File: src/rtl/vga_pkg.sv
// Shared VGA constants: 640x480 timing, DAC colour values and pattern encoding.
// Used by the pattern generator and the bouncing-box mover.
package vga_pkg;

   localparam int H_ACTIVE_AREA = 640;
   localparam int H_FRONT_PORCH = 16;
   localparam int H_SYNC_PULSE  = 96;
   localparam int H_BACK_PORCH  = 48;
   localparam int H_TOTAL       = 800;
   localparam int V_ACTIVE_AREA = 480;
   localparam int V_FRONT_PORCH = 10;
   localparam int V_SYNC_PULSE  = 2;
   localparam int V_BACK_PORCH  = 33;
   localparam int V_TOTAL       = 525;

   localparam int BOX_SIZE = 32;
   localparam int BOX_STEP = 2;
   localparam int BAR_W    = H_ACTIVE_AREA / 8;

   typedef struct packed {
      logic [2:0] r;
      logic [2:0] g;
      logic [2:0] b;
   } rgb_t;

   localparam rgb_t C_BLACK = '{r: 3'd0, g: 3'd0, b: 3'd0};
   localparam rgb_t C_WHITE = '{r: 3'd7, g: 3'd7, b: 3'd7};
   localparam rgb_t C_RED   = '{r: 3'd7, g: 3'd0, b: 3'd0};
   localparam rgb_t C_GREEN = '{r: 3'd0, g: 3'd7, b: 3'd0};
   localparam rgb_t C_BKGND = '{r: 3'd0, g: 3'd0, b: 3'd3};

   typedef enum logic [1:0] {
      PAT_BARS    = 2'd0,
      PAT_CHECKER = 2'd1,
      PAT_BOX     = 2'd2,
      PAT_GRID    = 2'd3
   } pattern_e;

endpackage

File: src/rtl/vga_box_mover.sv
// Bouncing-box position: advances both axes by BOX_STEP on each frame tick and
// reverses direction (holding position for that tick) at the screen edges.
module vga_box_mover
   import vga_pkg::*;
(
   input  logic       i_clk,
   input  logic       i_reset_n,
   input  logic       i_frame_tick,
   output logic [9:0] o_bx,
   output logic [9:0] o_by
);

   logic [9:0] bx;
   logic [9:0] by;
   logic       dx_neg;
   logic       dy_neg;

   // Edge tests are done at 11 bits so bx+BOX_SIZE+BOX_STEP cannot wrap.
   always_ff @(posedge i_clk) begin
      if (!i_reset_n) begin
         bx     <= '0;
         by     <= '0;
         dx_neg <= 1'b0;
         dy_neg <= 1'b0;
      end else if (i_frame_tick) begin
         if (!dx_neg) begin
            if (({1'b0, bx} + 11'(BOX_SIZE + BOX_STEP)) > 11'(H_ACTIVE_AREA))
               dx_neg <= 1'b1;
            else
               bx <= bx + 10'(BOX_STEP);
         end else begin
            if (bx < 10'(BOX_STEP))
               dx_neg <= 1'b0;
            else
               bx <= bx - 10'(BOX_STEP);
         end

         if (!dy_neg) begin
            if (({1'b0, by} + 11'(BOX_SIZE + BOX_STEP)) > 11'(V_ACTIVE_AREA))
               dy_neg <= 1'b1;
            else
               by <= by + 10'(BOX_STEP);
         end else begin
            if (by < 10'(BOX_STEP))
               dy_neg <= 1'b0;
            else
               by <= by - 10'(BOX_STEP);
         end
      end
   end

   assign o_bx = bx;
   assign o_by = by;

endmodule

File: src/rtl/vga_pattern_gen.sv
// Test-pattern colour stage behind the VGA sync generator: two-stage pipeline
// that keeps colour and sync aligned, with per-frame pattern select and box motion.
module vga_pattern_gen
   import vga_pkg::*;
(
   input  logic       i_clk,
   input  logic       i_reset_n,
   input  logic       i_hs,
   input  logic       i_vs,
   input  logic       i_activeArea,
   input  logic [9:0] i_px,
   input  logic [9:0] i_py,
   input  logic       i_nextPattern,
   output logic       o_hs,
   output logic       o_vs,
   output logic [2:0] o_red,
   output logic [2:0] o_grn,
   output logic [2:0] o_blu,
   output logic [1:0] o_pattern
);

   logic       vs_prev;
   logic       frame_tick;
   logic       pending;
   pattern_e   pattern;
   logic [9:0] bx;
   logic [9:0] by;

   // Frame tick on the falling edge of vsync, i.e. inside vertical blanking.
   assign frame_tick = vs_prev & ~i_vs;

   always_ff @(posedge i_clk) begin
      if (!i_reset_n) begin
         vs_prev <= 1'b0;
         pending <= 1'b0;
         pattern <= PAT_BARS;
      end else begin
         vs_prev <= i_vs;
         if (frame_tick) begin
            if (pending || i_nextPattern)
               pattern <= pattern_e'(pattern + 2'd1);
            pending <= 1'b0;
         end else if (i_nextPattern) begin
            pending <= 1'b1;
         end
      end
   end

   vga_box_mover u_box (
      .i_clk        (i_clk),
      .i_reset_n    (i_reset_n),
      .i_frame_tick (frame_tick),
      .o_bx         (bx),
      .o_by         (by)
   );

   // Stage 1: register sync, active flag and coordinates.
   logic       hs_p1;
   logic       vs_p1;
   logic       vld_p1;
   logic [9:0] px_p1;
   logic [9:0] py_p1;

   always_ff @(posedge i_clk) begin
      if (!i_reset_n) begin
         hs_p1  <= 1'b1;
         vs_p1  <= 1'b1;
         vld_p1 <= 1'b0;
      end else begin
         hs_p1  <= i_hs;
         vs_p1  <= i_vs;
         vld_p1 <= i_activeArea;
      end
   end

   always_ff @(posedge i_clk) begin
      px_p1 <= i_px;
      py_p1 <= i_py;
   end

   logic [2:0] bar_idx;
   logic       in_box;
   rgb_t       pix;

   always_comb begin
      bar_idx = 3'd0;
      for (int k = 1; k < 8; k++)
         if (px_p1 >= 10'(k * BAR_W))
            bar_idx = bar_idx + 3'd1;

      in_box = ({1'b0, px_p1} >= {1'b0, bx}) &&
               ({1'b0, px_p1} <  ({1'b0, bx} + 11'(BOX_SIZE))) &&
               ({1'b0, py_p1} >= {1'b0, by}) &&
               ({1'b0, py_p1} <  ({1'b0, by} + 11'(BOX_SIZE)));

      pix = C_BLACK;
      case (pattern)
         PAT_BARS: begin
            pix.r = bar_idx[2] ? 3'd7 : 3'd0;
            pix.g = bar_idx[1] ? 3'd7 : 3'd0;
            pix.b = bar_idx[0] ? 3'd7 : 3'd0;
         end
         PAT_CHECKER: pix = (px_p1[5] ^ py_p1[5]) ? C_WHITE : C_BLACK;
         PAT_BOX:     pix = in_box ? C_RED : C_BKGND;
         PAT_GRID: begin
            if (px_p1 == 10'd0 || px_p1 == 10'(H_ACTIVE_AREA - 1) ||
                py_p1 == 10'd0 || py_p1 == 10'(V_ACTIVE_AREA - 1))
               pix = C_WHITE;
            else if (px_p1[4:0] == 5'd0 || py_p1[4:0] == 5'd0)
               pix = C_GREEN;
            else
               pix = C_BLACK;
         end
         default: pix = C_BLACK;
      endcase
   end

   // Stage 2: register colour alongside the stage-1 sync.
   logic hs_p2;
   logic vs_p2;
   rgb_t rgb_p2;

   always_ff @(posedge i_clk) begin
      if (!i_reset_n) begin
         hs_p2  <= 1'b1;
         vs_p2  <= 1'b1;
         rgb_p2 <= C_BLACK;
      end else begin
         hs_p2  <= hs_p1;
         vs_p2  <= vs_p1;
         rgb_p2 <= vld_p1 ? pix : C_BLACK;
      end
   end

   assign o_hs      = hs_p2;
   assign o_vs      = vs_p2;
   assign o_red     = rgb_p2.r;
   assign o_grn     = rgb_p2.g;
   assign o_blu     = rgb_p2.b;
   assign o_pattern = pattern;

endmodule

File: config.mk
export PLATFORM = sky130hd
export DESIGN_NAME = vga_pattern_gen
export DESIGN_NICKNAME = d
export VERILOG_FILES = /design/src/rtl/vga_pkg.sv /design/src/rtl/vga_box_mover.sv /design/src/rtl/vga_pattern_gen.sv
export SDC_FILE = /design/constraint.sdc
export NUM_CORES = 1
export LEC_CHECK = 0
export CAP_MARGIN = 20
export CORE_MARGIN = 8
export CORE_UTILIZATION = 64
export CTS_CLUSTER_SIZE = 25
export DETAILED_ROUTE_END_ITERATION = 12
export PLACE_DENSITY = 0.87
export SLEW_MARGIN = 20
export SYNTH_ARGS = -nofsm -noshare
export SYNTH_HDL_FRONTEND = slang
export SYNTH_HIERARCHICAL = 1
export SYNTH_SLANG_ARGS = --single-unit
File: constraint.sdc
create_clock -name i_clk -period 6.3 [get_ports i_clk]
set_input_delay 0.945 -clock i_clk [delete_from_list [all_inputs] [get_ports i_clk]]
set_output_delay 0.945 -clock i_clk [all_outputs]
set_load 0.1 [all_outputs]
---- Yosys cells after proc, flatten, opt, wreduce, memory -nomap -nowiden ----
Cells that the tools add are included.
word-level totals
  flip-flop bits (word level) ............. 60
  input port bits ......................... 26
  output and inout port bits .............. 13
  logic and storage cells ................. 105
operators by class
  add/subtract/negate cells ............... 15
  order comparisons ....................... 15
  equal/unequal tests ..................... 9
  mux-type cells .......................... 27
  bitwise gates (word level) .............. 4
  reduce and logical (&&, ||, !) cells .... 18
operators with widths
  cell                                                   number
  2-to-1 mux 10 bit                                      6
  adder 10 x 6 -> 11 bit (second input constant)         4
  case mux 9 bit (4 select lines)                        1
  >= comparator 10 x 9 -> 1 bit (second input constant)  3
  2-to-1 mux 3 bit                                       9
  2-to-1 mux 9 bit                                       3
  < comparator 10 x 11 -> 1 bit                          2
  adder 10 x 2 -> 10 bit (second input constant)         2
  >= comparator 10 bit                                   2
  >= comparator 10 x 8 -> 1 bit (second input constant)  2
  logical NOT 10 bit                                     2
  < comparator 10 x 2 -> 1 bit (second input constant)   2
  subtractor 10 x 2 -> 10 bit (second input constant)    2
  adder 3 x 1 -> 3 bit (second input constant)           6
  > comparator 11 x 10 -> 1 bit (second input constant)  1
  > comparator 11 x 9 -> 1 bit (second input constant)   1
  == test 10 bit (second input constant)                 1
  == test 10 x 9 -> 1 bit (second input constant)        1
  >= comparator 10 bit (second input constant)           1
  >= comparator 10 x 7 -> 1 bit (second input constant)  1
  logical NOT 5 bit                                      2
  2-to-1 mux 1 bit                                       7
  2-to-1 mux 6 bit                                       1
  AND reduction 3 bit                                    2
  13 further kinds                                       24

---- Depth between registers and ports, before layout ----
Gate-level depths: netlist of the first run.
  depth after elaboration ................. 16
  gate-level depth with buffers ........... 20
  mapped depth without buffers ............ 19

---- By module ----
The synthesis of the first run kept the hierarchy.
by module, submodules not included
  module           times used  cells each  area each (sq um)  sequential area each (sq um)
  vga_pattern_gen  1           273         2462.4             660.6
  vga_box_mover    1           256         1968.1             400.4

---- Least setup slack after synthesis of the first run ----
No wires, ideal clock.
  kind .................................... register to register
  start point ............................. register px_p1[8]
  end point ............................... register rgb_p2, in the netlist o_red[1]
  library setup time ...................... 0.079 ns
  data arrival time ....................... 3.797 ns
  data required time ...................... 6.221 ns
  slack ................................... 2.424 ns
  stages on the path, launching flop included .. 21
  path buffers ............................ 1
  period minus slack after synthesis ...... 3.876 ns
  cells stage by stage .................... dfxtp_1 > buf_2 > nor2_1 > nand2_1 > ha_1 > inv_1 > xnor2_1 > ha_1 > nor2b_1 > o21bai_1 > o211ai_1 > a21o_1 > mux2i_1 > ha_1 > mux2_2 > ha_1 > nand3_1 > xnor2_2 > xnor2_1 > xnor2_1 > a211oi_2
between the ends
  cells in the longest elaborated chain, start to end .. 16
  elaborated cells between the ends (all ways) .. 34
  those cells by class .................... add/sub: 6; order compare: 9; eq/ne: 1; mux: 11; reduce/logical: 7
RTL lines
  what                               line                    RTL
  start: declaration                 vga_pattern_gen.sv:61   logic [9:0] px_p1;
  start signal: assignment           vga_pattern_gen.sv:77   px_p1 <= i_px;
  >= comparator 10 x 7 -> 1 bit      vga_pattern_gen.sv:88   if (px_p1 >= 10'(k * BAR_W))
  2-to-1 mux 1 bit                   vga_pattern_gen.sv:88
  adder 3 x 1 -> 3 bit               vga_pattern_gen.sv:89   bar_idx = bar_idx + 3'd1;
  2-to-1 mux 3 bit                   vga_pattern_gen.sv:88
  adder 3 x 1 -> 3 bit               vga_pattern_gen.sv:89
  2-to-1 mux 3 bit                   vga_pattern_gen.sv:88
  adder 3 x 1 -> 3 bit               vga_pattern_gen.sv:89
  2-to-1 mux 3 bit                   vga_pattern_gen.sv:88
  adder 3 x 1 -> 3 bit               vga_pattern_gen.sv:89
  2-to-1 mux 3 bit                   vga_pattern_gen.sv:88
  adder 3 x 1 -> 3 bit               vga_pattern_gen.sv:89
  2-to-1 mux 3 bit                   vga_pattern_gen.sv:88
  adder 3 x 1 -> 3 bit               vga_pattern_gen.sv:89
  2-to-1 mux 3 bit                   vga_pattern_gen.sv:88
  2-to-1 mux 3 bit                   vga_pattern_gen.sv:99   pix.r = bar_idx[2] ? 3'd7 : 3'd0;
  case mux 9 bit (4 select lines) *  vga_pattern_gen.sv:97   case (pattern)
  end signal: assignment             vga_pattern_gen.sv:131  rgb_p2 <= vld_p1 ? pix : C_BLACK;
  end: declaration                   vga_pattern_gen.sv:121  rgb_t rgb_p2;
Every way passes the cells marked *; elsewhere a longest branch is shown, timed or not.
A chain may end at the register's enable or synchronous reset.

---- Worst setup path after layout of the first run ----
Ends and elaborated chain as after synthesis.

==> results of run 1 <==
through the flow:
| step | power (mW) | setup slack [ns] | area [um^2] | utilization | std cells |
|---|---|---|---|---|---|
| final | 0.801 | 1.91 | 4850 | 0.717 | 627 |
| after global routing | 0.833 | 1.51 | 4850 | 0.717 | 627 |
| after CTS | 0.803 | 1.92 | 4850 | 0.717 | 627 |
| after detailed placement | 0.552 | 1.95 | 4730 | 0.700 | 619 |
| after global placement | 0.542 | 2.29 | 4730 | 0.700 | 619 |
| after floorplan | 0.505 | 2.42 | 4430 | - | 530 |
synth_stat cells, types with 7 or more instances:
library cell / count
sky130_fd_sc_hd__inv_1: 40
sky130_fd_sc_hd__nand4_1: 9
sky130_fd_sc_hd__nor2b_1: 10
sky130_fd_sc_hd__clkbuf_1: 7
sky130_fd_sc_hd__and2_1: 10
sky130_fd_sc_hd__nand3_1: 19
sky130_fd_sc_hd__buf_4: 9
sky130_fd_sc_hd__o211ai_1: 9
sky130_fd_sc_hd__dfxtp_1: 53
sky130_fd_sc_hd__nand2b_1: 16
sky130_fd_sc_hd__or4_1: 7
sky130_fd_sc_hd__a31oi_1: 9
sky130_fd_sc_hd__buf_2: 9
sky130_fd_sc_hd__a21oi_1: 30
sky130_fd_sc_hd__xnor2_1: 14
sky130_fd_sc_hd__mux2i_1: 15
sky130_fd_sc_hd__ha_1: 47
sky130_fd_sc_hd__o21ai_0: 16
sky130_fd_sc_hd__nand2_1: 44
sky130_fd_sc_hd__nor2_1: 26
worst paths after layout:
check        startpoint        to
min               hs_p1      o_hs
max reg2reg    px_p1[8]  o_red[1]
min reg2reg       hs_p1      o_hs
max            px_p1[8]  o_red[1]
sequential cells by signal (all words and copies together), names as in the netlist:
| signal | cells |
|---|---|
| hs_p1 | 1 |
| o_blu | 2 |
| o_grn | 1 |
| o_hs | 1 |
| o_pattern | 2 |
| o_red | 1 |
| o_vs | 1 |
| pending | 1 |
| px_p1 | 10 |
| py_p1 | 10 |
| u_box/dx_neg | 1 |
| u_box/dy_neg | 1 |
| u_box/o_bx | 9 |
| u_box/o_by | 9 |
| vld_p1 | 1 |
| vs_p1 | 1 |
| vs_prev | 1 |
cell type report:
type                    count  area (um^2)
well taps                  80          100
clock inverters             3         50.0
clock buffers               5         68.8
multi-input cells         405         3020
fillers                   502         1910
repair buffers             39          388
flip-flops and latches     53         1060
inverters                  42          158
placed cells by master (no fill, tap or decap), types with 4 or more instances in the layout:
cell type / count
sky130_fd_sc_hd__nand4_1: 9
sky130_fd_sc_hd__o2111ai_1: 5
sky130_fd_sc_hd__and3b_1: 5
sky130_fd_sc_hd__nor2_1: 26
sky130_fd_sc_hd__o22ai_1: 4
sky130_fd_sc_hd__nor3_1: 6
sky130_fd_sc_hd__and2_1: 10
sky130_fd_sc_hd__a21oi_1: 30
sky130_fd_sc_hd__a31oi_1: 9
sky130_fd_sc_hd__a211oi_1: 6
sky130_fd_sc_hd__nor4_1: 6
sky130_fd_sc_hd__nand3_1: 19
sky130_fd_sc_hd__o211a_1: 4
sky130_fd_sc_hd__mux2i_1: 15
sky130_fd_sc_hd__o21ai_0: 16
sky130_fd_sc_hd__or4_1: 7
sky130_fd_sc_hd__dfxtp_1: 53
sky130_fd_sc_hd__nor2b_1: 10
sky130_fd_sc_hd__ha_1: 47
sky130_fd_sc_hd__nor3b_1: 5
sky130_fd_sc_hd__nand2b_1: 16
sky130_fd_sc_hd__o211ai_1: 9
sky130_fd_sc_hd__and3_1: 5
sky130_fd_sc_hd__inv_1: 40
sky130_fd_sc_hd__clkbuf_8: 5
sky130_fd_sc_hd__clkdlybuf4s50_1: 38
sky130_fd_sc_hd__xnor2_1: 14
sky130_fd_sc_hd__nand2_1: 44
sky130_fd_sc_hd__xor2_1: 4
power by group through the flow:
stage / Clock (mW) / Sequential (mW) / Combinational (mW)
floorplan: 0 / 0.382 / 0.123
global placement: 0 / 0.372 / 0.170
detailed placement: 0 / 0.373 / 0.179
CTS: 0.257 / 0.366 / 0.180
global route: 0.268 / 0.368 / 0.197
finish: 0.254 / 0.366 / 0.180
cell families (layout without fill, tap and decap cells):
logic type                 Yosys count  after routing  synth area share
and+or+nand+nor                    190            190             0.245
adders and majority gates           47             47             0.133
muxes                               16             16            0.0364
AOI/OAI and AO/OA                  130            130             0.223
buffers and inverters               72             89            0.0796
xor gates and xnor gates            20             20            0.0429
DFF                                 53             53             0.239
other                                1              2          0.000846
layer usage:
metal  part of all wire  track usage  routed length, um  vias to the layer above
met2               0.49        0.346               5120                      115
met5                  0            0                  0                        -
met3              0.042       0.0300                436                       21
met4              0.022       0.0722                229                        0
met1               0.45        0.266               4680                     1880
li1                   -            -                  -                     1956
==> reports/qor.txt, run 1 <==
status: complete, no violations
Critical Path Stages: 19
cell types with the largest area share after synthesis: sky130_fd_sc_hd__dfxtp_1 24%, sky130_fd_sc_hd__ha_1 13%, sky130_fd_sc_hd__nand2_1 3.7%
async set-or-reset flop fraction in the synthesized netlist: 0
DRC viols: 0
average footprint of a synthesized cell: 8.38 um^2
clock-pin slew on the worst setup and hold paths: 0.12 ns
cell chosen for the clock root: sky130_fd_sc_hd__clkbuf_8
sequential share of the synthesized area: 0.239
largest stage delay on the critical path: 0.50 ns
transition time at the pin with the least slew margin: 1.03 ns
Worst Path Required: 6.56 ns
PwrDens: 165 nW/um^2
maximum operating frequency: 228 MHz
vertical extent of the die: 99.2 um
number of library cell types mapped by synthesis: 83
clk buf depth: 2
total gr overflow: 0
Post-Route WL: 10500 um
setup slack on the worst flop-to-flop path: 1.91 ns
Peak supply drop: 0.0972 mV
reported leakage power: 1.84 nW
synthesis warning total: 6
post-detailed-route via-to-cell ratio: 6.33
count of standard-cell rows: 30
count of pins over their slew limit: 0
Final nets: 619
time the final worst path needs with I/O delays and setup: 4.39 ns
total internal power: 0.545 mW
number of setup violations in the final report: 0
ANT nets after route: 0
cell class contributing the biggest share of worst-path delay: adder cells
crit start category: flip-flop
cell taking the most area after synthesis: sky130_fd_sc_hd__dfxtp_1
number of detailed-routing iterations run before antenna repair: 4
number of buffers created by CTS: 5
overall track demand over capacity in global routing: 0.207
number of vias after detailed routing: 3972
power share of the combinational group: 0.225
clk sink count: 53
Post-Syn Instances: 529
EDFF count, synth: 0
Die Width: 99.2 um
initial antenna violation count: 0
via count of the first global-routing pass: 3708
clock network latency to the later pin of the worst-skew pair: 0.32 ns
portion of total power attributed to the clock network: 0.317
number of max-cap violations: 0
post-CTS resize count: 0
initial detailed-routing violation count: 259
sequential share of power: 0.458
list of cells traversed by the critical path: nor2_1 > nand2_1 > ha_1 > inv_1 > xnor2_1 > ha_1 > nor2b_1 > o21bai_1 > o211ai_1 > a21o_1 > mux2i_1 > ha_1 > mux2_2 > ha_1 > nand3_1 > xnor2_2 > xnor2_1 > xnor2_1 > a211oi_2
cts-stage hold buffer count: 0
flip-flop and latch count after synthesis: 53
number of antenna cells inserted: 0
worst hold path cell count: 1
I/O pin count: 39
category of the worst setup path capture point: flip-flop
maximum number of pins on one net before global-route repair: 45
Crit Path Category: reg2reg
worst hold-check slack: 0.419 ns
area of the mapped netlist: 4430 um^2
class of the tightest hold or removal check: reg2reg
drt wl/cell: 16.7 um
initial cell density of the core: 0.656
path depth of the worst reg2reg path: 19
post-CTS setup repair buffer count: 0
half-perimeter wire length after detailed placement: 7830 um
Max transition margin: 0.312
maximum fanout along the worst path: 16
H-Tree Depth: 2
unrepaired setup endpoints after global routing: no
port buffer count: 38
Period Utilization, post-route: 0.697
fraction of post-synthesis cell area in the top cell type by area: 0.239
Layout area overhead: 9.38%
Final TNS setup: 0 ns
library cell appearing most often on the critical path: sky130_fd_sc_hd__ha_1
final hold violation count: 0
area enclosed by the die boundary: 9840 um^2
proportion of layout cells with a drive suffix above 1: 0.0750
Buf+Inv Stages, Crit Path: 1
GP Congestion: 0.893
clock tree from TritonCTS: yes
dominant synthesized flop cell: sky130_fd_sc_hd__dfxtp_1
core area: 6760 um^2
fraction of power spent switching nets: 0.319
first-pass GRT wire length: 17500 um
data arrival time at the worst-slack endpoint: 4.65 ns
net switching component of the power: 0.255 mW
worst clock skew: 0.0114 ns
cell with the largest stage delay on the worst path: sky130_fd_sc_hd__dfxtp_1
(Power assumes the default switching activity.)
==> inputs of run 2 (changes only) <==
--- a/config.mk
+++ b/config.mk
@@ -7,10 +7,10 @@
 export LEC_CHECK = 0
 export CAP_MARGIN = 20
 export CORE_MARGIN = 8
-export CORE_UTILIZATION = 64
+export CORE_UTILIZATION = 59
 export CTS_CLUSTER_SIZE = 25
 export DETAILED_ROUTE_END_ITERATION = 12
-export PLACE_DENSITY = 0.87
+export PLACE_DENSITY = 0.81
 export SLEW_MARGIN = 20
 export SYNTH_ARGS = -nofsm -noshare
 export SYNTH_HDL_FRONTEND = slang
==> constraint.sdc (replaced) <==
create_clock -name i_clk -period 4.1 [get_ports i_clk]
set_input_delay 0.615 -clock i_clk [delete_from_list [all_inputs] [get_ports i_clk]]
set_output_delay 0.615 -clock i_clk [all_outputs]
set_load 0.1 [all_outputs]
==> run 2 against run 1 <==
  * Critical path type unchanged
  * Non-clock buffer count increased by 10
  * Via count decreased by 0.60%
  * Maximum frequency increased by 14%
  * Highest routed layer unchanged
  * Clock skew decreased by 0.0045 ns
  * Register-to-register slack got worse by 1.6 ns
  * Core utilization decreased by 3.6 points
  * Global-route usage decreased by 0.97 points
  * Hold slack got worse by 0.0031 ns
  * Total power increased by 46%
==> reports/qor.txt, run 2 (same netlist as run 1, synthesis figures left out) <==
status: complete, no violations (unchanged)
number of max-cap violations: 0 (unchanged)
Hold Path End: o_hs (unchanged)
cts-stage hold buffer count: 0 (unchanged)
met2 usage: 0.339 (was 0.346)
Regs by FF count: px_p1 (10), py_p1 (10) (unchanged)
maximum operating frequency: 261 MHz (was 228 MHz)
port buffer count: 38 (unchanged)
setup slack on the worst flop-to-flop path: 0.26 ns (was 1.91 ns)
core area: 7250 um^2 (was 6760 um^2)
worst clock skew: 0.00686 ns (was 0.0114 ns)
number of antenna cells inserted: 0 (unchanged)
clock network latency to the later pin of the worst-skew pair: 0.32 ns (about the same)
cell chosen for the clock root: sky130_fd_sc_hd__clkbuf_8 (unchanged)
Max transition margin: 0.336 (was 0.312)
initial cell density of the core: 0.611 (was 0.656)
portion of total power attributed to the clock network: 0.273 (was 0.317)
clock tree from TritonCTS: yes (unchanged)
initial antenna violation count: 0 (unchanged)
clock-pin slew on the worst setup and hold paths: 0.10 ns (was 0.12 ns)
number of vias after detailed routing: 3948 (was 3972)
final hold violation count: 0 (unchanged)
clk sink count: 53 (unchanged)
reported leakage power: 1.87 nW (was 1.84 nW)
number of placed cells counting well taps: 647 (was 619)
total gr overflow: 0 (unchanged)
Reg2Reg Launch Point: px_p1[7] (was px_p1[8])
crit start category: flip-flop (unchanged)
H-Tree Depth: 2 (unchanged)
drt wl/cell: 15.7 um (was 16.7 um)
sequential share of power: 0.475 (was 0.458)
transition time at the pin with the least slew margin: 0.993 ns (was 1.03 ns)
data arrival time at the worst-slack endpoint: 4.08 ns (was 4.65 ns)
number of setup violations in the final report: 0 (unchanged)
post-detailed-route via-to-cell ratio: 6.02 (was 6.33)
most common cell after layout, fill and taps aside: sky130_fd_sc_hd__dfxtp_1 (unchanged)
count of pins over their slew limit: 0 (unchanged)
Final nets: 629 (was 619)
worst slack after detailed placement: 0.188 ns (was 1.95 ns)
number of buffers created by CTS: 5 (unchanged)
area enclosed by the die boundary: 10500 um^2 (was 9840 um^2)
filler cell count in the final layout: 624 (was 502)
net switching component of the power: 0.384 mW (was 0.255 mW)
Peak supply drop: 0.107 mV (was 0.0972 mV)
path depth of the worst reg2reg path: 19 (unchanged)
worst hold-check slack: 0.416 ns (was 0.419 ns)
Crit Path Category: reg2reg (unchanged)
Final TNS setup: 0 ns (unchanged)
maximum number of pins on one net before global-route repair: 26 (was 45)
setup ws final: 0.263 ns (was 1.91 ns)
time the final worst path needs with I/O delays and setup: 3.84 ns (was 4.39 ns)
commonest cells after routing, fill and taps aside: 51 x sky130_fd_sc_hd__dfxtp_1, 46 x sky130_fd_sc_hd__ha_1, 44 x sky130_fd_sc_hd__nand2_1, 40 x sky130_fd_sc_hd__inv_1, 38 x sky130_fd_sc_hd__clkdlybuf4s50_1 (was 53 x sky130_fd_sc_hd__dfxtp_1, 47 x sky130_fd_sc_hd__ha_1, 44 x sky130_fd_sc_hd__nand2_1, 40 x sky130_fd_sc_hd__inv_1, 38 x sky130_fd_sc_hd__clkdlybuf4s50_1)
met1 usage in global routing: 0.250 (was 0.266)
Post-Route WL: 10300 um (was 10500 um)
total internal power: 0.784 mW (was 0.545 mW)
maximum fanout along the worst path: 6 (was 16)
number of detailed-routing iterations run before antenna repair: 4 (unchanged)
sum of internal, switching and leakage power: 1.17 mW (was 0.801 mW)
half-perimeter wire length after detailed placement: 7810 um (was 7830 um)
GP Congestion: 0.927 (was 0.893)
Worst Path Required: 4.34 ns (was 6.56 ns)
number of standard cells in the layout, taps in and fillers out: 656 (was 627)
class of the tightest hold or removal check: reg2reg (unchanged)
initial detailed-routing violation count: 278 (was 259)
power share of the combinational group: 0.251 (was 0.225)
Period Utilization, post-route: 0.936 (was 0.697)
vertical extent of the die: 103 um (was 99.2 um)
Crit Reg-Reg Endpoint: o_red[1] (unchanged)
Die Width: 103 um (was 99.2 um)
I/O pin count: 39 (unchanged)
ANT nets after route: 0 (unchanged)
DRC viols: 0 (unchanged)
fraction of power spent switching nets: 0.329 (was 0.319)
category of the worst setup path capture point: flip-flop (unchanged)
count of standard-cell rows: 31 (was 30)
proportion of layout cells with a drive suffix above 1: 0.0987 (was 0.0750)
HP Start: hs_p1 (unchanged)
routing usage on met3: 0.0311 (was 0.0300)
highest-utilization routing layer at the global route stage: met2 (unchanged)
Layout area overhead: 11.5% (was 9.38%)
PwrDens: 237 nW/um^2 (was 165 nW/um^2)
clk buf depth: 2 (unchanged)
overall track demand over capacity in global routing: 0.198 (was 0.207)
worst hold path cell count: 1 (unchanged)
via count of the first global-routing pass: 3747 (was 3708)
first-pass GRT wire length: 17200 um (was 17500 um)
## run 2: cell count changes in the layout (fill, tap and decap cells not counted), sizes merged
cell / delta
clkinv: +1
buf: +10
bufinv: -1
## run 2: stage by stage
step	cell area, um^2	utilization
after detailed placement	4820	0.664
final	4940	0.681
after global placement	4820	0.664
after floorplan	4430	-
after CTS	4910	0.677
after global routing	4940	0.681
## run 2: repair_timing
item	in CTS	in global routing
buffers inserted	0	1
gates resized for setup	0	5
setup endpoints to repair	0	1
## run 2: critical path, stage by stage (launching register included)
cell                       delay (ns)
sky130_fd_sc_hd__dfxtp_1         0.37
sky130_fd_sc_hd__nor3_1          0.20
sky130_fd_sc_hd__nand2_1         0.14
sky130_fd_sc_hd__ha_4            0.31
sky130_fd_sc_hd__inv_1           0.10
sky130_fd_sc_hd__xnor2_1         0.14
sky130_fd_sc_hd__ha_1            0.32
sky130_fd_sc_hd__nor2b_1         0.06
sky130_fd_sc_hd__o21bai_1        0.14
sky130_fd_sc_hd__o211ai_1        0.13
sky130_fd_sc_hd__a21o_1          0.20
sky130_fd_sc_hd__mux2i_2         0.21
sky130_fd_sc_hd__ha_1            0.28
sky130_fd_sc_hd__mux2_2          0.27
sky130_fd_sc_hd__ha_1            0.19
sky130_fd_sc_hd__nand3_1         0.12
sky130_fd_sc_hd__xnor2_2         0.12
sky130_fd_sc_hd__xnor2_1         0.15
sky130_fd_sc_hd__xnor2_1         0.11
sky130_fd_sc_hd__a211oi_2        0.21
## run 2: power groups by stage
stage	clock network, mW	logic [mW]	registers (mW)
after detailed placement	0	0.285	0.566
final	0.319	0.294	0.556
after CTS	0.329	0.287	0.555
after global routing	0.345	0.321	0.558
after floorplan	0	0.188	0.587
after global placement	0	0.273	0.565
## run 2: per-layer routing
layer / vias to the layer above / wire length [um]
met5: - / 0
met4: 0 / 122
met3: 13 / 524
met2: 96 / 4980
met1: 1855 / 4700
li1: 1984 / -
## run 2: worst max-delay path by stage
stage / from / endpoint / slack [ns]
after CTS: px_p1[9] / o_red[1] / 0.17
final: px_p1[7] / o_red[1] / 0.26
after global routing: px_p1[7] / o_red[1] / -0.02
after floorplan: px_p1[8] / o_red[1] / 0.22
after global placement: px_p1[9] / o_red[1] / 0.32
after detailed placement: px_p1[9] / o_red[1] / 0.19
## run 2: layout make-up
type | instances | area, um^2 | area share
timing repair buffer | 49 | 463 | 0.0937
multi-input combinational | 405 | 3040 | 0.615
tap | 99 | 124 | 0.0251
clock inverter | 3 | 26.3 | 0.00532
sequential | 53 | 1060 | 0.215
inverter | 42 | 158 | 0.0319
clock buffer | 5 | 68.8 | 0.0139
==> inputs of run 3 (changes only) <==
--- a/config.mk
+++ b/config.mk
@@ -6,7 +6,7 @@
 export NUM_CORES = 1
 export LEC_CHECK = 0
 export CAP_MARGIN = 20
-export CORE_MARGIN = 8
+export CORE_MARGIN = 1.5
 export CORE_UTILIZATION = 59
 export CTS_CLUSTER_SIZE = 25
 export DETAILED_ROUTE_END_ITERATION = 12
==> run 3 against run 2 <==
  * First-iteration DRC count decreased by 28%
  * Core utilization increased by 0.45 points
  * Global-route usage grew 5.9 points
  * Via count is 2.3% higher
  * Clock power up 18%
  * Highest routed layer unchanged
==> reports/qor.txt, run 3 (same netlist as run 1, synthesis figures left out) <==
setup ws final: 0.269 ns (was 0.263 ns)
status: complete, no violations (unchanged)
area enclosed by the die boundary: 8040 um^2 (was 10500 um^2)
worst clock skew: 0.00916 ns (was 0.00686 ns)
clock tree from TritonCTS: yes (unchanged)
overall track demand over capacity in global routing: 0.257 (was 0.198)
final hold violation count: 0 (unchanged)
initial detailed-routing violation count: 201 (was 278)
class of the tightest hold or removal check: reg2reg (unchanged)
cts-stage hold buffer count: 0 (unchanged)
maximum fanout along the worst path: 9 (was 6)
worst hold-check slack: 0.421 ns (was 0.416 ns)
GP Congestion: 0.888 (was 0.927)
cell area reported after detailed placement: 4830 um^2 (was 4820 um^2)
worst slack after detailed placement: 0.119 ns (was 0.188 ns)
port buffer count: 38 (unchanged)
initial antenna violation count: 0 (unchanged)
reported leakage power: 1.89 nW (was 1.87 nW)
initial cell density of the core: 0.611 (unchanged)
PwrDens: 247 nW/um^2 (was 237 nW/um^2)
count of pins over their slew limit: 0 (unchanged)
number of standard cells in the layout, taps in and fillers out: 657 (was 656)
Post-Route WL: 10400 um (was 10300 um)
crit start category: flip-flop (unchanged)
number of buffers created by CTS: 5 (unchanged)
commonest cells after routing, fill and taps aside: 51 x sky130_fd_sc_hd__dfxtp_1, 46 x sky130_fd_sc_hd__ha_1, 44 x sky130_fd_sc_hd__nand2_1, 40 x sky130_fd_sc_hd__inv_1, 38 x sky130_fd_sc_hd__clkdlybuf4s50_1 (unchanged)
ANT nets after route: 0 (unchanged)
clk buf depth: 2 (unchanged)
Peak supply drop: 0.132 mV (was 0.107 mV)
number of detailed-routing iterations run before antenna repair: 4 (unchanged)
clock-pin slew on the worst setup and hold paths: 0.10 ns (about the same)
clk sink count: 53 (unchanged)
Worst Path Required: 4.34 ns (about the same)
number of vias after detailed routing: 4037 (was 3948)
Regs by FF count: px_p1 (10), py_p1 (10) (unchanged)
number of placed cells counting well taps: 648 (was 647)
core area: 7250 um^2 (unchanged)
I/O pin count: 39 (unchanged)
clock network latency to the later pin of the worst-skew pair: 0.31 ns (was 0.32 ns)
filler cell count in the final layout: 573 (was 624)
cell chosen for the clock root: sky130_fd_sc_hd__clkbuf_8 (unchanged)
count of standard-cell rows: 31 (unchanged)
number of setup violations in the final report: 0 (unchanged)
data arrival time at the worst-slack endpoint: 4.07 ns (was 4.08 ns)
Max transition margin: 0.340 (was 0.336)
H-Tree Depth: 2 (unchanged)
number of max-cap violations: 0 (unchanged)
Period Utilization, post-route: 0.934 (was 0.936)
Final nets: 630 (was 629)
vertical extent of the die: 89.7 um (was 103 um)
drt wl/cell: 15.8 um (was 15.7 um)
transition time at the pin with the least slew margin: 0.987 ns (was 0.993 ns)
finished layout cell area: 4970 um^2 (was 4940 um^2)
DRC viols: 0 (unchanged)
time the final worst path needs with I/O delays and setup: 3.83 ns (was 3.84 ns)
post-detailed-route via-to-cell ratio: 6.14 (was 6.02)
category of the worst setup path capture point: flip-flop (unchanged)
half-perimeter wire length after detailed placement: 7670 um (was 7810 um)
maximum operating frequency: 261 MHz (about the same)
Die Width: 89.7 um (was 103 um)
first-pass GRT wire length: 16500 um (was 17200 um)
total gr overflow: 0 (unchanged)
via count of the first global-routing pass: 3696 (was 3747)
Crit Path Category: reg2reg (unchanged)
number of antenna cells inserted: 0 (unchanged)
proportion of layout cells with a drive suffix above 1: 0.100 (was 0.0987)
maximum number of pins on one net before global-route repair: 30 (was 26)
most common cell after layout, fill and taps aside: sky130_fd_sc_hd__dfxtp_1 (unchanged)
Layout area overhead: 12.2% (was 11.5%)
[run 3: cell count changes in the layout (fill, tap and decap cells not counted)]
cell / before / now
sky130_fd_sc_hd__buf_4: 11 / 12
sky130_fd_sc_hd__clkinvlp_4: 0 / 1
sky130_fd_sc_hd__clkbuf_8: 5 / 6
sky130_fd_sc_hd__clkinv_4: 2 / 0
sky130_fd_sc_hd__inv_6: 1 / 0
sky130_fd_sc_hd__bufinv_16: 0 / 1
[run 3: timing repair]
item                                    4_1_cts  5_1_grt
gates resized for setup                       0        5
endpoints found under the setup margin        0        1
setup buffers                                 0        1
[run 3: critical path, stage by stage (launching register included)]
cell and delay (ns):
sky130_fd_sc_hd__dfxtp_2 0.38, sky130_fd_sc_hd__nor3_1 0.19, sky130_fd_sc_hd__nand2_1 0.14, sky130_fd_sc_hd__ha_4 0.32, sky130_fd_sc_hd__inv_1 0.10, sky130_fd_sc_hd__xnor2_1 0.14, sky130_fd_sc_hd__ha_1 0.31, sky130_fd_sc_hd__nor2b_1 0.06
sky130_fd_sc_hd__o21bai_1 0.13, sky130_fd_sc_hd__o211ai_1 0.13, sky130_fd_sc_hd__a21o_1 0.19, sky130_fd_sc_hd__mux2i_2 0.21, sky130_fd_sc_hd__ha_1 0.28, sky130_fd_sc_hd__mux2_2 0.27, sky130_fd_sc_hd__ha_1 0.19, sky130_fd_sc_hd__nand3_1 0.12
sky130_fd_sc_hd__xnor2_2 0.13, sky130_fd_sc_hd__xnor2_1 0.15, sky130_fd_sc_hd__xnor2_1 0.11, sky130_fd_sc_hd__a211oi_2 0.21
[run 3: final timing paths]
path	from	to	slack (ns)	cells past startpoint
max	px_p1[7]	o_red[1]	0.27	19
min	hs_p1	o_hs	0.42	1
max reg2reg	px_p1[7]	o_red[1]	0.27	19
min reg2reg	hs_p1	o_hs	0.42	1
[run 3: per-layer routing]
layer | global-route usage | vias to the layer above | part of all wire
met4 | 0.0965 | 0 | 0.015
li1 | - | 1981 | -
met1 | 0.335 | 1902 | 0.45
met3 | 0.0320 | 17 | 0.047
met5 | 0 | - | 0
met2 | 0.433 | 137 | 0.49
[run 3: final cells by class]
cell class                      instances  area (um^2)  share of cell area
Timing Repair Buffer                   50          470              0.0946
Tap cell                               99          124              0.0249
Inverter                               42          158              0.0317
Multi-Input combinational cell        405         3040               0.611
Sequential cell                        53         1060               0.214
Clock buffer                            6         82.6              0.0166
Clock inverter                          2         37.5             0.00755
[run 3: power breakdown]
part	switching (mW)	internal [mW]
registers	0.0214	0.534
logic	0.171	0.127
clock network	0.178	0.199
total	0.370	0.859
[run 3: per-stage QoR]
| step | utilization | setup TNS [ns] | power (mW) |
|---|---|---|---|
| 2_1_floorplan | - | 0 | 0.775 |
| 3_5_place_dp | 0.665 | 0 | 0.853 |
| 3_3_place_gp | 0.665 | 0 | 0.839 |
| 5_1_grt | 0.686 | -0.0354 | 1.29 |
| 4_1_cts | 0.682 | 0 | 1.23 |
| 6_report | 0.686 | 0 | 1.23 |
==> patch, RTL diff (config.mk and constraints of run 3) <==
Register the input `i_py` before use. The logic sees it one clock later. The other inputs are not delayed to match.
--- a/src/rtl/vga_pattern_gen.sv
+++ b/src/rtl/vga_pattern_gen.sv
@@ -20,2 +20,8 @@
 );
+
+   logic [9:0] i_py_q;
+
+   always_ff @(posedge i_clk) begin
+      i_py_q <= i_py;
+   end
 
@@ -77,3 +83,3 @@
       px_p1 <= i_px;
-      py_p1 <= i_py;
+      py_p1 <= i_py_q;
    end
Behaviour: not the same (Yosys sat finds a counterexample within 4 cycles, from zero or initial values and one cycle with i_reset_n low).
==> patch against run 3 <==
Global-route usage up 0.15 points. Wire length up 1.4%. Final cell count up 3.3%. Combinational power down 2%. Area after synthesis up 4.3%. Cell area up 6.2%. Count of clock-buffer cells in the layout up 3. Worst setup slack worse by 0.075 ns. Total power up 23%. Sequential share of layout area up 2.5 points. Sequential cell count up 10. Maximum frequency down 1.9%. First-iteration DRC count down 1.5%. Largest power group unchanged.
==> patch: results (changes against run 3) <==
[outcome]
status=finished, final reports clean

[placed_design]
place_area_um2=5020  ; +4.1%
hpwl_mm=7.45  ; -2.8%
place_congestion=0.895  ; +0.88%

[finish]
drive_gt1_frac=0.121  ; +0.0210
multi_input_cells=407  ; +0.49%
multi_input_area_um2=3050  ; +0.58%
reg_top3=i_py_q: 10 flops, px_p1: 10 flops, py_p1: 10 flops
nets=645  ; +2.4%
seq_area_um2=1260  ; +19%
inverters_excl_clock=39  ; -7.1%
nFillCells=610  ; +6.5%
buffers=52  ; +4.0%

[global_route]
grt_pass1_wl_mm=17.8  ; +8.0%
grt_max_degree=29  ; -3.3%
grtUsageTotal=0.258  ; +0.00146

[synth]
synth_adder_area_share=0.127  ; -0.00550
yosys-mux-area-fraction=0.0325  ; -0.00395
synth_compound_area_frac=0.200  ; -0.0225
synthCells=539  ; +1.9%
seq_area_frac_synth=0.273  ; +0.0334
synth-seq-cells=63  ; +19%
synthXorXnorAreaFrac=0.0387  ; -0.00421
synthTopCellsByArea=dfxtp_1 (27%), ha_1 (13%), nand2_1 (3.4%), mux2i_1 (3.2%), nor2_1 (3.2%)
netlist-cell-type-count=88  ; +6.0%

[power]
power.leakage_uw=0.00201  ; +6.2%

[route]
drtIter0Drc=198  ; -1.5%
viasPerCell=6.08  ; -1.1%

[clock_tree]
insertion_delay_ns=0.35  ; +0.04 ns
clkTransAtPathRegs_ns=0.08  ; -0.02 ns
numCtsBuffers=9  ; +4
htree_levels=3  ; +1

[sta]
worst_pin_slew_ns=0.984  ; -0.00241 ns

[critical_path]
cpPeakStageDelay_ns=0.53  ; +0.15 ns
cp_max_fo=4  ; -5
arrival_ns=4.12  ; +0.05 ns
cp_top_family=simple AND/OR/NAND/NOR gates

-- patch: stage by stage --
stage / util / setup WS, ns / TNS [ns] / hold slack, ns / total power [uW]
final: 0.691 / 0.194 / 0 / 0.330 / 1510
after global routing: 0.691 / 0.00109 / 0 / 0.336 / 1580
after CTS: 0.685 / 0.0341 / 0 / 0.330 / 1510
after detailed placement: 0.657 / -0.0275 / -0.0275 / 0.312 / 944
after global placement: 0.657 / 0.120 / 0 / 0.310 / 932
after floorplan: - / 0.0563 / 0 / 0.310 / 872
-- patch: worst register-to-register path: cells and delay by family (launching register included) --
kind,cells,cell delay (ns)
DFF,1,0.31
AOI/OAI and AO/OA,3,0.66
xor gates and xnor gates,3,0.66
adders and majority gates,3,0.75
buffers and inverters,1,0.16
and+or+nand+nor,8,1.24
-- patch: per-layer routing --
metal	up-vias	track usage	share of wire
met5	-	0	0
met4	0	0.107	0.026
met3	30	0.0519	0.054
met2	140	0.418	0.48
met1	1956	0.333	0.44
li1	2002	-	-
-- patch: worst paths after layout --
check | start | to | slack (ns) | cells past startpoint
min | i_py_q[2] | py_p1[2] | 0.33 | 0
max | px_p1[5] | o_red[1] | 0.19 | 18
max reg2reg | px_p1[5] | o_red[1] | 0.19 | 18
min reg2reg | i_py_q[2] | py_p1[2] | 0.33 | 0
-- patch: what timing repair did --
| item | in CTS | in global routing |
|---|---|---|
| resized for setup | 0 | 5 |
| setup endpoints to repair | 1 | 2 |
| buffers inserted | 1 | 3 |
| pin swaps | 3 | 8 |
| gates cloned | 0 | 0 |
-- patch: power breakdown --
| group | leakage (uW) | total [uW] | internal, uW | switching [uW] |
|---|---|---|---|---|
| registers | 0.000521 | 655 | 636 | 19.7 |
| logic | 0.00139 | 292 | 123 | 169 |
| clock network | 0.0000964 | 564 | 287 | 277 |
